$ cat config.mk
export PLATFORM = sky130hd
export DESIGN_NAME = pattern_det_ctrl_flat
export DESIGN_NICKNAME = d
export VERILOG_FILES = /design/src/rtl/pattern_det_pkg.sv /design/src/rtl/pattern_det_ctrl_if.sv /design/src/rtl/pattern_match_core.sv /design/src/rtl/pattern_det_ctrl.sv /design/src/flat_wrapper.sv
export SDC_FILE = /design/constraint.sdc
export NUM_CORES = 1
export LEC_CHECK = 0
export ABC_CLOCK_PERIOD_IN_PS = 3600
export CAP_MARGIN = 5
export CORE_MARGIN = 5
export CORE_UTILIZATION = 45
export CTS_CLUSTER_DIAMETER = 60
export CTS_CLUSTER_SIZE = 10
export DETAILED_ROUTE_END_ITERATION = 6
export DONT_BUFFER_PORTS = 1
export PLACE_DENSITY_LB_ADDON = 0.15
export SYNTH_ARGS = -nofsm -noshare
export SYNTH_HDL_FRONTEND = slang
export SYNTH_SLANG_ARGS = --single-unit
export TNS_END_PERCENT = 20
$ cat constraint.sdc
create_clock -name clk -period 3.6 [get_ports clk]
set_clock_uncertainty 0.2 [all_clocks]
set_input_delay 0.72 -clock clk [delete_from_list [all_inputs] [get_ports clk]]
set_output_delay 0.72 -clock clk [all_outputs]
set_load 0.005 [all_outputs]
$ cat src/rtl/pattern_det_pkg.sv
// Shared types and default sizing for the serial pattern detector.
package pattern_det_pkg;

    localparam int DEF_MAX_LEN = 8;
    localparam int DEF_CNT_W   = 8;

    typedef enum logic [1:0] {
        IDLE  = 2'd0,
        READY = 2'd1,
        RUN   = 2'd2
    } state_e;

endpackage

$ cat src/rtl/pattern_det_ctrl_if.sv
// Configuration, control and result signals of the pattern detector.
// valid/ready: bit_in is taken on every rising edge where bit_valid=1 and busy=1; no backpressure.
interface pattern_det_ctrl_if #(
    parameter int MAX_LEN = 8
) ();
    localparam int LEN_W = $clog2(MAX_LEN + 1);

    logic               cfg_load;
    logic [MAX_LEN-1:0] cfg_pattern;
    logic [LEN_W-1:0]   cfg_len;
    logic               cfg_ovl;
    logic               start;
    logic               stop;
    logic               bit_in;
    logic               bit_valid;
    logic               ready;
    logic               busy;
    logic               match;
    logic               cfg_err;

    modport master (
        output cfg_load, cfg_pattern, cfg_len, cfg_ovl, start, stop, bit_in, bit_valid,
        input  ready, busy, match, cfg_err
    );

    modport slave (
        input  cfg_load, cfg_pattern, cfg_len, cfg_ovl, start, stop, bit_in, bit_valid,
        output ready, busy, match, cfg_err
    );
endinterface

$ cat src/rtl/pattern_match_core.sv
// Bit history shift register plus masked compare against the stored pattern.
module pattern_match_core #(
    parameter int MAX_LEN = 8,
    parameter int LEN_W   = $clog2(MAX_LEN + 1)
) (
    input  logic               clk,
    input  logic               clear,
    input  logic               restart,
    input  logic               shift_en,
    input  logic               bit_in,
    input  logic [MAX_LEN-1:0] pattern,
    input  logic [LEN_W-1:0]   len,
    input  logic               ovl,
    output logic               hit
);
    logic [MAX_LEN-1:0] hist_q, hist_d;
    logic [LEN_W-1:0]   fill_q, fill_d;
    logic [MAX_LEN-1:0] mask;
    logic [MAX_LEN-1:0] shifted;
    logic [LEN_W-1:0]   fill_next;

    always_comb begin
        mask = '0;
        for (int i = 0; i < MAX_LEN; i++) begin
            mask[i] = (i < int'(len));
        end
        shifted   = (hist_q << 1) | MAX_LEN'(bit_in);
        // fill counts bits since the last clear, saturating once the history is full
        fill_next = (fill_q == LEN_W'(MAX_LEN)) ? fill_q : fill_q + 1'b1;
        hit       = shift_en && ((shifted & mask) == (pattern & mask)) && (fill_next >= len);

        hist_d = hist_q;
        fill_d = fill_q;
        if (restart) begin
            hist_d = '0;
            fill_d = '0;
        end else if (shift_en) begin
            if (hit && !ovl) begin
                hist_d = '0;
                fill_d = '0;
            end else begin
                hist_d = shifted;
                fill_d = fill_next;
            end
        end
    end

    always_ff @(posedge clk or posedge clear) begin
        if (clear) begin
            hist_q <= '0;
            fill_q <= '0;
        end else begin
            hist_q <= hist_d;
            fill_q <= fill_d;
        end
    end
endmodule

$ cat src/rtl/pattern_det_ctrl.sv
// Serial pattern detector control: FSM, configuration registers, match pulse, hit counter.
// Define PATTERN_DET_HIT_CNT_EN to add the saturating hit_cnt output.
module pattern_det_ctrl
    import pattern_det_pkg::*;
#(
    parameter int MAX_LEN = DEF_MAX_LEN,
    parameter int CNT_W   = DEF_CNT_W
) (
    input  logic   clk,
    input  logic   clear,
    pattern_det_ctrl_if.slave bus,
    output state_e dbg_state
`ifdef PATTERN_DET_HIT_CNT_EN
    , output logic [CNT_W-1:0] hit_cnt
`endif
);
    localparam int LEN_W = $clog2(MAX_LEN + 1);

    state_e             state_q, state_d;
    logic [MAX_LEN-1:0] pat_q, pat_d;
    logic [LEN_W-1:0]   len_q, len_d;
    logic               ovl_q, ovl_d;
    logic               match_q, match_d;
    logic               cfg_err_q, cfg_err_d;
    logic               restart;
    logic               len_ok;
    logic               hit;

    pattern_match_core #(.MAX_LEN(MAX_LEN), .LEN_W(LEN_W)) u_core (
        .clk      (clk),
        .clear    (clear),
        .restart  (restart),
        .shift_en (state_q == RUN && bus.bit_valid),
        .bit_in   (bus.bit_in),
        .pattern  (pat_q),
        .len      (len_q),
        .ovl      (ovl_q),
        .hit      (hit)
    );

    always_comb begin
        state_d   = state_q;
        pat_d     = pat_q;
        len_d     = len_q;
        ovl_d     = ovl_q;
        cfg_err_d = 1'b0;
        restart   = 1'b0;
        len_ok    = (bus.cfg_len != '0) && (bus.cfg_len <= LEN_W'(MAX_LEN));
        // a hit from the current cycle still pulses even if stop leaves RUN now
        match_d   = hit;

        if (bus.cfg_load && state_q != RUN) begin
            if (len_ok) begin
                pat_d = bus.cfg_pattern;
                len_d = bus.cfg_len;
                ovl_d = bus.cfg_ovl;
            end else begin
                cfg_err_d = 1'b1;
            end
        end

        case (state_q)
            IDLE: begin
                if (bus.cfg_load && len_ok) state_d = READY;
            end
            READY: begin
                if (bus.start && !bus.stop) begin
                    state_d = RUN;
                    restart = 1'b1;
                end
            end
            RUN: begin
                if (bus.stop) state_d = READY;
            end
            default: state_d = IDLE;
        endcase
    end

    always_ff @(posedge clk or posedge clear) begin
        if (clear) begin
            state_q   <= IDLE;
            pat_q     <= '0;
            len_q     <= '0;
            ovl_q     <= 1'b0;
            match_q   <= 1'b0;
            cfg_err_q <= 1'b0;
        end else begin
            state_q   <= state_d;
            pat_q     <= pat_d;
            len_q     <= len_d;
            ovl_q     <= ovl_d;
            match_q   <= match_d;
            cfg_err_q <= cfg_err_d;
        end
    end

`ifdef PATTERN_DET_HIT_CNT_EN
    logic [CNT_W-1:0] cnt_q, cnt_d;

    always_comb begin
        cnt_d = cnt_q;
        if (restart) begin
            cnt_d = '0;
        end else if (hit && cnt_q != {CNT_W{1'b1}}) begin
            cnt_d = cnt_q + 1'b1;
        end
    end

    always_ff @(posedge clk or posedge clear) begin
        if (clear) cnt_q <= '0;
        else       cnt_q <= cnt_d;
    end

    assign hit_cnt = cnt_q;
`endif

    assign bus.ready   = (state_q == READY);
    assign bus.busy    = (state_q == RUN);
    assign bus.match   = match_q;
    assign bus.cfg_err = cfg_err_q;
    assign dbg_state   = state_q;
endmodule

$ cat src/flat_wrapper.sv
// flat-port wrapper written by rule: the top's interface ports become plain ports
module pattern_det_ctrl_flat import pattern_det_pkg::*;
#(
    parameter int MAX_LEN = DEF_MAX_LEN,
    parameter int CNT_W   = DEF_CNT_W
)
  (clk, clear, dbg_state, bus_cfg_load, bus_cfg_pattern, bus_cfg_len, bus_cfg_ovl, bus_start, bus_stop, bus_bit_in, bus_bit_valid, bus_ready, bus_busy, bus_match, bus_cfg_err);
  pattern_det_ctrl_if #(.MAX_LEN(MAX_LEN)) bus_i ();
  input  logic clk;
  input  logic clear;
  output state_e dbg_state;
  input wire logic [$bits(bus_i.cfg_load)-1:0] bus_cfg_load;
  input wire logic [$bits(bus_i.cfg_pattern)-1:0] bus_cfg_pattern;
  input wire logic [$bits(bus_i.cfg_len)-1:0] bus_cfg_len;
  input wire logic [$bits(bus_i.cfg_ovl)-1:0] bus_cfg_ovl;
  input wire logic [$bits(bus_i.start)-1:0] bus_start;
  input wire logic [$bits(bus_i.stop)-1:0] bus_stop;
  input wire logic [$bits(bus_i.bit_in)-1:0] bus_bit_in;
  input wire logic [$bits(bus_i.bit_valid)-1:0] bus_bit_valid;
  output wire logic [$bits(bus_i.ready)-1:0] bus_ready;
  output wire logic [$bits(bus_i.busy)-1:0] bus_busy;
  output wire logic [$bits(bus_i.match)-1:0] bus_match;
  output wire logic [$bits(bus_i.cfg_err)-1:0] bus_cfg_err;
  assign bus_i.cfg_load = bus_cfg_load;
  assign bus_i.cfg_pattern = bus_cfg_pattern;
  assign bus_i.cfg_len = bus_cfg_len;
  assign bus_i.cfg_ovl = bus_cfg_ovl;
  assign bus_i.start = bus_start;
  assign bus_i.stop = bus_stop;
  assign bus_i.bit_in = bus_bit_in;
  assign bus_i.bit_valid = bus_bit_valid;
  assign bus_ready = bus_i.ready;
  assign bus_busy = bus_i.busy;
  assign bus_match = bus_i.match;
  assign bus_cfg_err = bus_i.cfg_err;
  pattern_det_ctrl #(.MAX_LEN(MAX_LEN), .CNT_W(CNT_W)) u_core (.clk(clk), .clear(clear), .bus(bus_i), .dbg_state(dbg_state));
endmodule
# Yosys cells after proc, flatten, opt, wreduce, memory -nomap -nowiden
# Cells that the tools add are included.
# W data, S select, Z words.
[word_totals]
regBits = 28
input_bits = 20
out_inout_bits = 6
elab_cells = 60
[op_classes]
add_sub_neg = 1
n_lt_le_gt_ge = 10
eq_ne = 8
mux = 15
bitwise_logic = 3
reduce_logical = 15
[op_table]
columns = ["op", "n"]
rows = [
  ["$mux W7", 3],
  ["$and A8 B8 Y8", 2],
  ["$lt A3 B4 Y1 const A", 4],
  ["$mux W4", 4],
  ["$eq A8 B8 Y1", 1],
  ["$logic_and A1 B1 Y1", 8],
  ["$lt A1 B4 Y1 const A", 2],
  ["$lt A2 B4 Y1 const A", 2],
  ["$or A8 B1 Y8", 1],
  ["$mux W2", 3],
  ["$ne A2 B2 Y1 const B", 3],
  ["$pmux W2 S3", 1],
  ["$add A4 B1 Y4 const B", 1],
  ["$eq A4 B4 Y1 const B", 1],
  ["$ge A4 B4 Y1", 1],
  ["$le A4 B4 Y1 const B", 1],
  ["$mux W1", 4],
  ["$reduce_bool A4 Y1", 1],
  ["$reduce_and A3 Y1", 1],
  ["$eq A2 B1 Y1 const B", 1],
  ["$eq A2 B2 Y1 const B", 1],
  ["$logic_not A1 Y1", 2],
  ["$logic_not A2 Y1", 1],
  ["$ne A2 B1 Y1 const B", 1],
  ["other kinds (2)", 2],
]

# Longest topological paths before layout
[logic_depth]
word_depth = 9
mapped_depth = 11
mapped_depth_nobuf = 11

# Modules after synthesis
# From an unflattened synthesis, not the netlist that was laid out.
[hier_totals]
hier_cells = 157
hier_area_um2 = 1701.6
[by_module_without_submodules]
columns = ["module", "instances", "cells_each", "area_per_inst_um2", "seq_area_each_um2"]
rows = [
  ["pattern_match_core", 1, 108, 1013.5, 275.3],
  ["pattern_det_ctrl", 1, 49, 688.2, 425.4],
]

# Worst setup path after synthesis
# Ideal clock, no wire load.
[synth_path]
path_kind = "reg2reg"
startpoint = "reg u_core.u_core.fill_q[0]"
endpoint = "reg u_core.u_core.fill_q[1]"
setup_ns = 0.065
arrival_time_ns = 2.314
required_ns = 3.335
setup_slack_ns = 1.022
path_stages_with_launch = 11
n_path_buf = 0
period_less_slack_ns = 2.578
cell_sequence = "dfrtp_1 > inv_1 > ha_1 > nand3b_1 > xnor2_1 > ha_1 > nand2b_1 > a2111oi_0 > a2111oi_1 > a31oi_2 > a21o_1"
[synth_between]
elab_chain_cells = 8
word_cells_on_any_way = 9
classes_between = "1 x add/sub; 1 x order compare; 1 x eq/ne; 4 x mux; 2 x reduce/logical"
[synth_lines]
columns = ["element", "line", "rtl"]
rows = [
  ["from (decl)", "pattern_match_core.sv:17", "logic [LEN_W-1:0] fill_q, fill_d;"],
  ["from (signal assigned)", "pattern_match_core.sv:54", "fill_q <= fill_d;"],
  ["$add A4 B1 Y4 / $eq A4 B4 Y1 (equally long branches)", "pattern_match_core.sv:29", "fill_next = (fill_q == LEN_W'(MAX_LEN)) ? fill_q : fill_q + 1'b1;"],
  ["$mux W4 (*)", "pattern_match_core.sv:29", ""],
  ["$ge A4 B4 Y1", "pattern_match_core.sv:30", "hit = shift_en && ((shifted & mask) == (pattern & mask)) && (fill_next >= len);"],
  ["$logic_and A1 B1 Y1", "pattern_match_core.sv:30", ""],
  ["$logic_and A1 B1 Y1", "pattern_match_core.sv:38", "if (hit && !ovl) begin"],
  ["$mux W4 (*)", "pattern_match_core.sv:38", ""],
  ["$mux W4 (*)", "pattern_match_core.sv:37", "end else if (shift_en) begin"],
  ["$mux W4 (*)", "pattern_match_core.sv:34", "if (restart) begin"],
]
# Every way passes the cells marked *; elsewhere a longest branch is shown, timed or not. The select of a mux whose other input is x is not followed.
# A chain may end at the register's enable or synchronous reset.

# Final worst setup path
[layout_path]
startpoint = "reg u_core.u_core.fill_q[0]"
endpoint = "reg u_core.u_core.hist_q[3]"
[layout_between]
elab_chain_cells = 8
word_cells_on_any_way = 9
classes_between = "1 x add/sub; 1 x order compare; 1 x eq/ne; 4 x mux; 2 x reduce/logical"
[layout_lines]
columns = ["element", "line", "rtl"]
rows = [
  ["$add A4 B1 Y4 / $eq A4 B4 Y1 (equally long branches)", "pattern_match_core.sv:29", ""],
  ["$mux W4 (*)", "pattern_match_core.sv:29", ""],
  ["$ge A4 B4 Y1 (*)", "pattern_match_core.sv:30", ""],
  ["$logic_and A1 B1 Y1 (*)", "pattern_match_core.sv:30", ""],
  ["$logic_and A1 B1 Y1 (*)", "pattern_match_core.sv:38", ""],
  ["$mux W7 (*)", "pattern_match_core.sv:38", ""],
  ["$mux W7 (*)", "pattern_match_core.sv:37", ""],
  ["$mux W7 (*)", "pattern_match_core.sv:34", ""],
  ["to (signal assigned)", "pattern_match_core.sv:53", "hist_q <= hist_d;"],
  ["to (decl)", "pattern_match_core.sv:16", "logic [MAX_LEN-1:0] hist_q, hist_d;"],
]
# Marks and branches as above.

==> key figures <==
Worst setup path
  – Data required, critical path: 3.66 ns
  – Crit-path cells: inv_1, ha_1, nand3b_1, xnor2_1, ha_1, nand2b_1, a2111oi_0, a2111oi_1, a31oi_2, a21o_1
  – Crit. End Element: register
  – Crit-path slowest cell: a31oi_2
  – Bufs and invs on worst path: 1
  – Family with the most delay on the worst path: compound AO/OA/AOI/OAI gates
  – Worst setup SP type: register
  – Kind of critical path: register to register
  – Crit path top cell by count: ha_1
  – Maximum fanout along the worst path: 10
  – Slowest stage delay, CP: 0.51 ns
  – Worst EP arrival: 3.06 ns

Global route
  – Initial antenna violation count: 0
  – First-pass GRT wire length: approximately 4800 um
  – Tot GR Track Use: between 10% and 20%
  – Vias in the first global route: 1098
  – Grt total ovfl: 0
  – Largest net degree at the start of global routing: 29

Clocking
  – H-tree depth: 1
  – Maximum root-to-sink buffer count: 2
  – CTS buffer count: 3
  – Worst-Skew Late Latency: ~0.31 ns
  – Clock-pin transition on the worst setup and hold timing paths: 0.13 ns
  – CTS tree: done
  – CTS Root Cell: clkbuf_4
  – Post CTS Setup Buffer Count: 0
  – CTS resizes: 0
  – Clock sinks: 28
  – Hold-fix buffers at CTS: 0

Detailed routing
  – Routed length per instance: 14.95 um
  – Detail Route Antenna Nets: 0
  – Residual DRC count: 0
  – Total routed wirelength: 2721 um
  – Drt first-iter violations: a little over 50
  – Vias post-DR: 1008
  – DR vias/cell: 5.538
  – Drt first pass iters: 4

STA
  – Setup violators final: 0
  – Final slew viol count: 0
  – Tmin final: between 3 and 4 ns
  – Peak Freq: roughly 330 MHz
  – Slew margin rel.: between 20% and 30%
  – Min Hold Slack: 0.2482 ns
  – Setup TNS: 0 ns
  – RSZ-0062 raised after global routing: no
  – Final Cycle Share: between 80% and 90%
  – Worst Max-Slew Pin Slew: approximately 1.1 ns
  – Final Hold Vio Count: 0

Die
  – Die width: 67.96 um
  – Die area: 0.004618 sq mm
  – Top-level port count: 26
  – Num rows: 21
  – Vert. Die Dim: 67.96 um
  – Starting density of the core: 46.02%
  – Core area: about 0.0033 sq mm

Logic synthesis
  – Syn Std Cell Area: about 0.0015 sq mm
  – Number of flops mapped to enable cells by yosys: 0
  – Seq/Total Area, Yosys: between 40% and 50%
  – Syn nets: ~160
  – Ys flop type: dfrtp_1
  – Netlist cell types: 36
  – Syn Inst Count: 137
  – Post-synth top area cell: dfrtp_1
  – Yosys warnings: 0
  – Syn Area/Cell: 11.03 sq um
  – Register bit total from synthesis: 28
  – Top post-synthesis cells by area: dfrtp_1 (46%), mux2_2 (8.9%), a22o_1 (5.8%)
  – Synth async-reset ratio: 100.0%
  – Synth top area share: a little under half

Place
  – Post-detail-place hpwl: 2089 um
  – Port-buffer cells: 0
  – GP Congestion: 0.7042

Run
  – Maxcap violations: 0

Final layout
  – Synth-to-Final Area Change: 3.974%
  – Layout cells sized above 1: 13.97%
  – Final nets: 164
  – Fillers: between 300 and 400
  – N_diodes: 0

Power
  – Maximum vdd drop: 0.0002285 V
  – Lkg Pwr: 0.7654 nW
  – Pwr/cell area: roughly 560 mW/mm^2

Hold path
  – Worst min-delay path class: input port to register

Outcome
  – Status: completed
## final cells by class
| type | count | area [sq um] | share of cell area (%) |
|---|---|---|---|
| Clock buffer | 3 | 22.52 | 1.433 |
| Inverter | 12 | 45.04 | 2.866 |
| Multi-Input combinational cell | 93 | 745.7 | 47.45 |
| Sequential cell | 28 | 700.7 | 44.59 |
| Tap cell | 46 | 57.56 | 3.662 |
## worst register-to-register path: cells and delay by family, from the launching register on
kind                     cells  cell delay [ns]
AO/OA/AOI/OAI                4             1.25
XOR/XNOR                     1             0.29
adder cells (fa/ha/maj)      2             0.45
buffers and inverters        1             0.08
flip-flops                   1             0.46
AND/OR/NAND/NOR              2             0.23
## stage by stage
| stage | power, W | std cells | instance area [sq um] | setup WS, ns | util [%] |
|---|---|---|---|---|---|
| final | 0.0008838 | 182 | 1572 | 0.5963 | 47.85 |
| after global routing | 0.0009640 | 182 | 1572 | 0.3408 | 47.85 |
| after CTS | 0.0009012 | 182 | 1572 | 0.5699 | 47.85 |
| after detailed placement | 0.0007777 | 179 | 1549 | 0.6190 | 47.16 |
| after global placement | 0.0007664 | 179 | 1549 | 0.7940 | 47.16 |
| after floorplan | 0.0007143 | 137 | 1511 | 1.022 | - |
## metal layers
metal / up-vias / part of all wire (%) / global-route usage [%] / routed length [um]
met3: 2 / 3.5 / 2.956 / 94
met1: 501 / 44 / 17.22 / 1200
li1: 492 / - / - / -
met4: 0 / 0.99 / 4.467 / 27
met2: 13 / 51 / 23.71 / 1400
met5: - / 0 / 0 / 0
## worst paths after layout
check	end	cells after the start	slack, ns	from
worst max-delay path	u_core.u_core.hist_q[3]$_DFFE_PP0P_	10	0.60	u_core.u_core.fill_q[0]$_DFFE_PP0P_
worst min-delay path	u_core.dbg_state[1]$_DFFE_PP0P_	1	0.25	bus_stop
worst max register to register	u_core.u_core.hist_q[3]$_DFFE_PP0P_	10	0.60	u_core.u_core.fill_q[0]$_DFFE_PP0P_
worst min register to register	u_core.ovl_q$_DFFE_PP0P_	1	0.34	u_core.ovl_q$_DFFE_PP0P_
max in group asynchronous	u_core.pat_q[7]$_DFFE_PP0P_	1	2.23	clear
min in group asynchronous	u_core.pat_q[1]$_DFFE_PP0P_	1	0.34	clear
## where the power goes
group / switching, W / total, W / internal (W)
combinational: 0.000141 / 0.000295 / 0.000154
clock: 0.0000803 / 0.000119 / 0.0000391
sequential: 0.0000852 / 0.000469 / 0.000384
## layout by cell type (no fill, tap or decap), drive strengths merged, types with 4 or more instances in the layout
cell | Yosys | layout
xnor2 | 10 | 10
dfrtp | 28 | 28
ha | 6 | 6
a21o | 10 | 10
inv | 12 | 12
a22o | 10 | 10
nand2 | 6 | 6
o21ai | 6 | 6
nor2 | 4 | 4
mux2 | 12 | 12
## flip-flops by register name, summed over array words and instances (netlist names)
register,cells
u_core.u_core.fill_q,4
u_core.bus.cfg_err,1
u_core.pat_q,8
u_core.u_core.hist_q,7
u_core.ovl_q,1
u_core.bus.match,1
u_core.len_q,4
u_core.dbg_state,2
## synthesized netlist by cell type, types with 3 or more instances
cell type	number
ha_1	6
mux2_2	12
nand3_1	3
dfrtp_1	28
o21ai_0	5
xnor2_1	10
inv_1	12
nor2_1	4
nand2_1	6
a22o_1	10
a21o_1	10
## cell families after synthesis
group / count (synthesis) / share of synthesized area [%]
multiplexers: 12 / 8.940
flip-flops: 28 / 46.36
XOR/XNOR: 11 / 6.374
adder cells (fa/ha/maj): 6 / 4.967
buffers and inverters: 16 / 4.304
AO/OA/AOI/OAI: 41 / 21.03
AND/OR/NAND/NOR: 23 / 8.029
(Power assumes the default switching activity.)
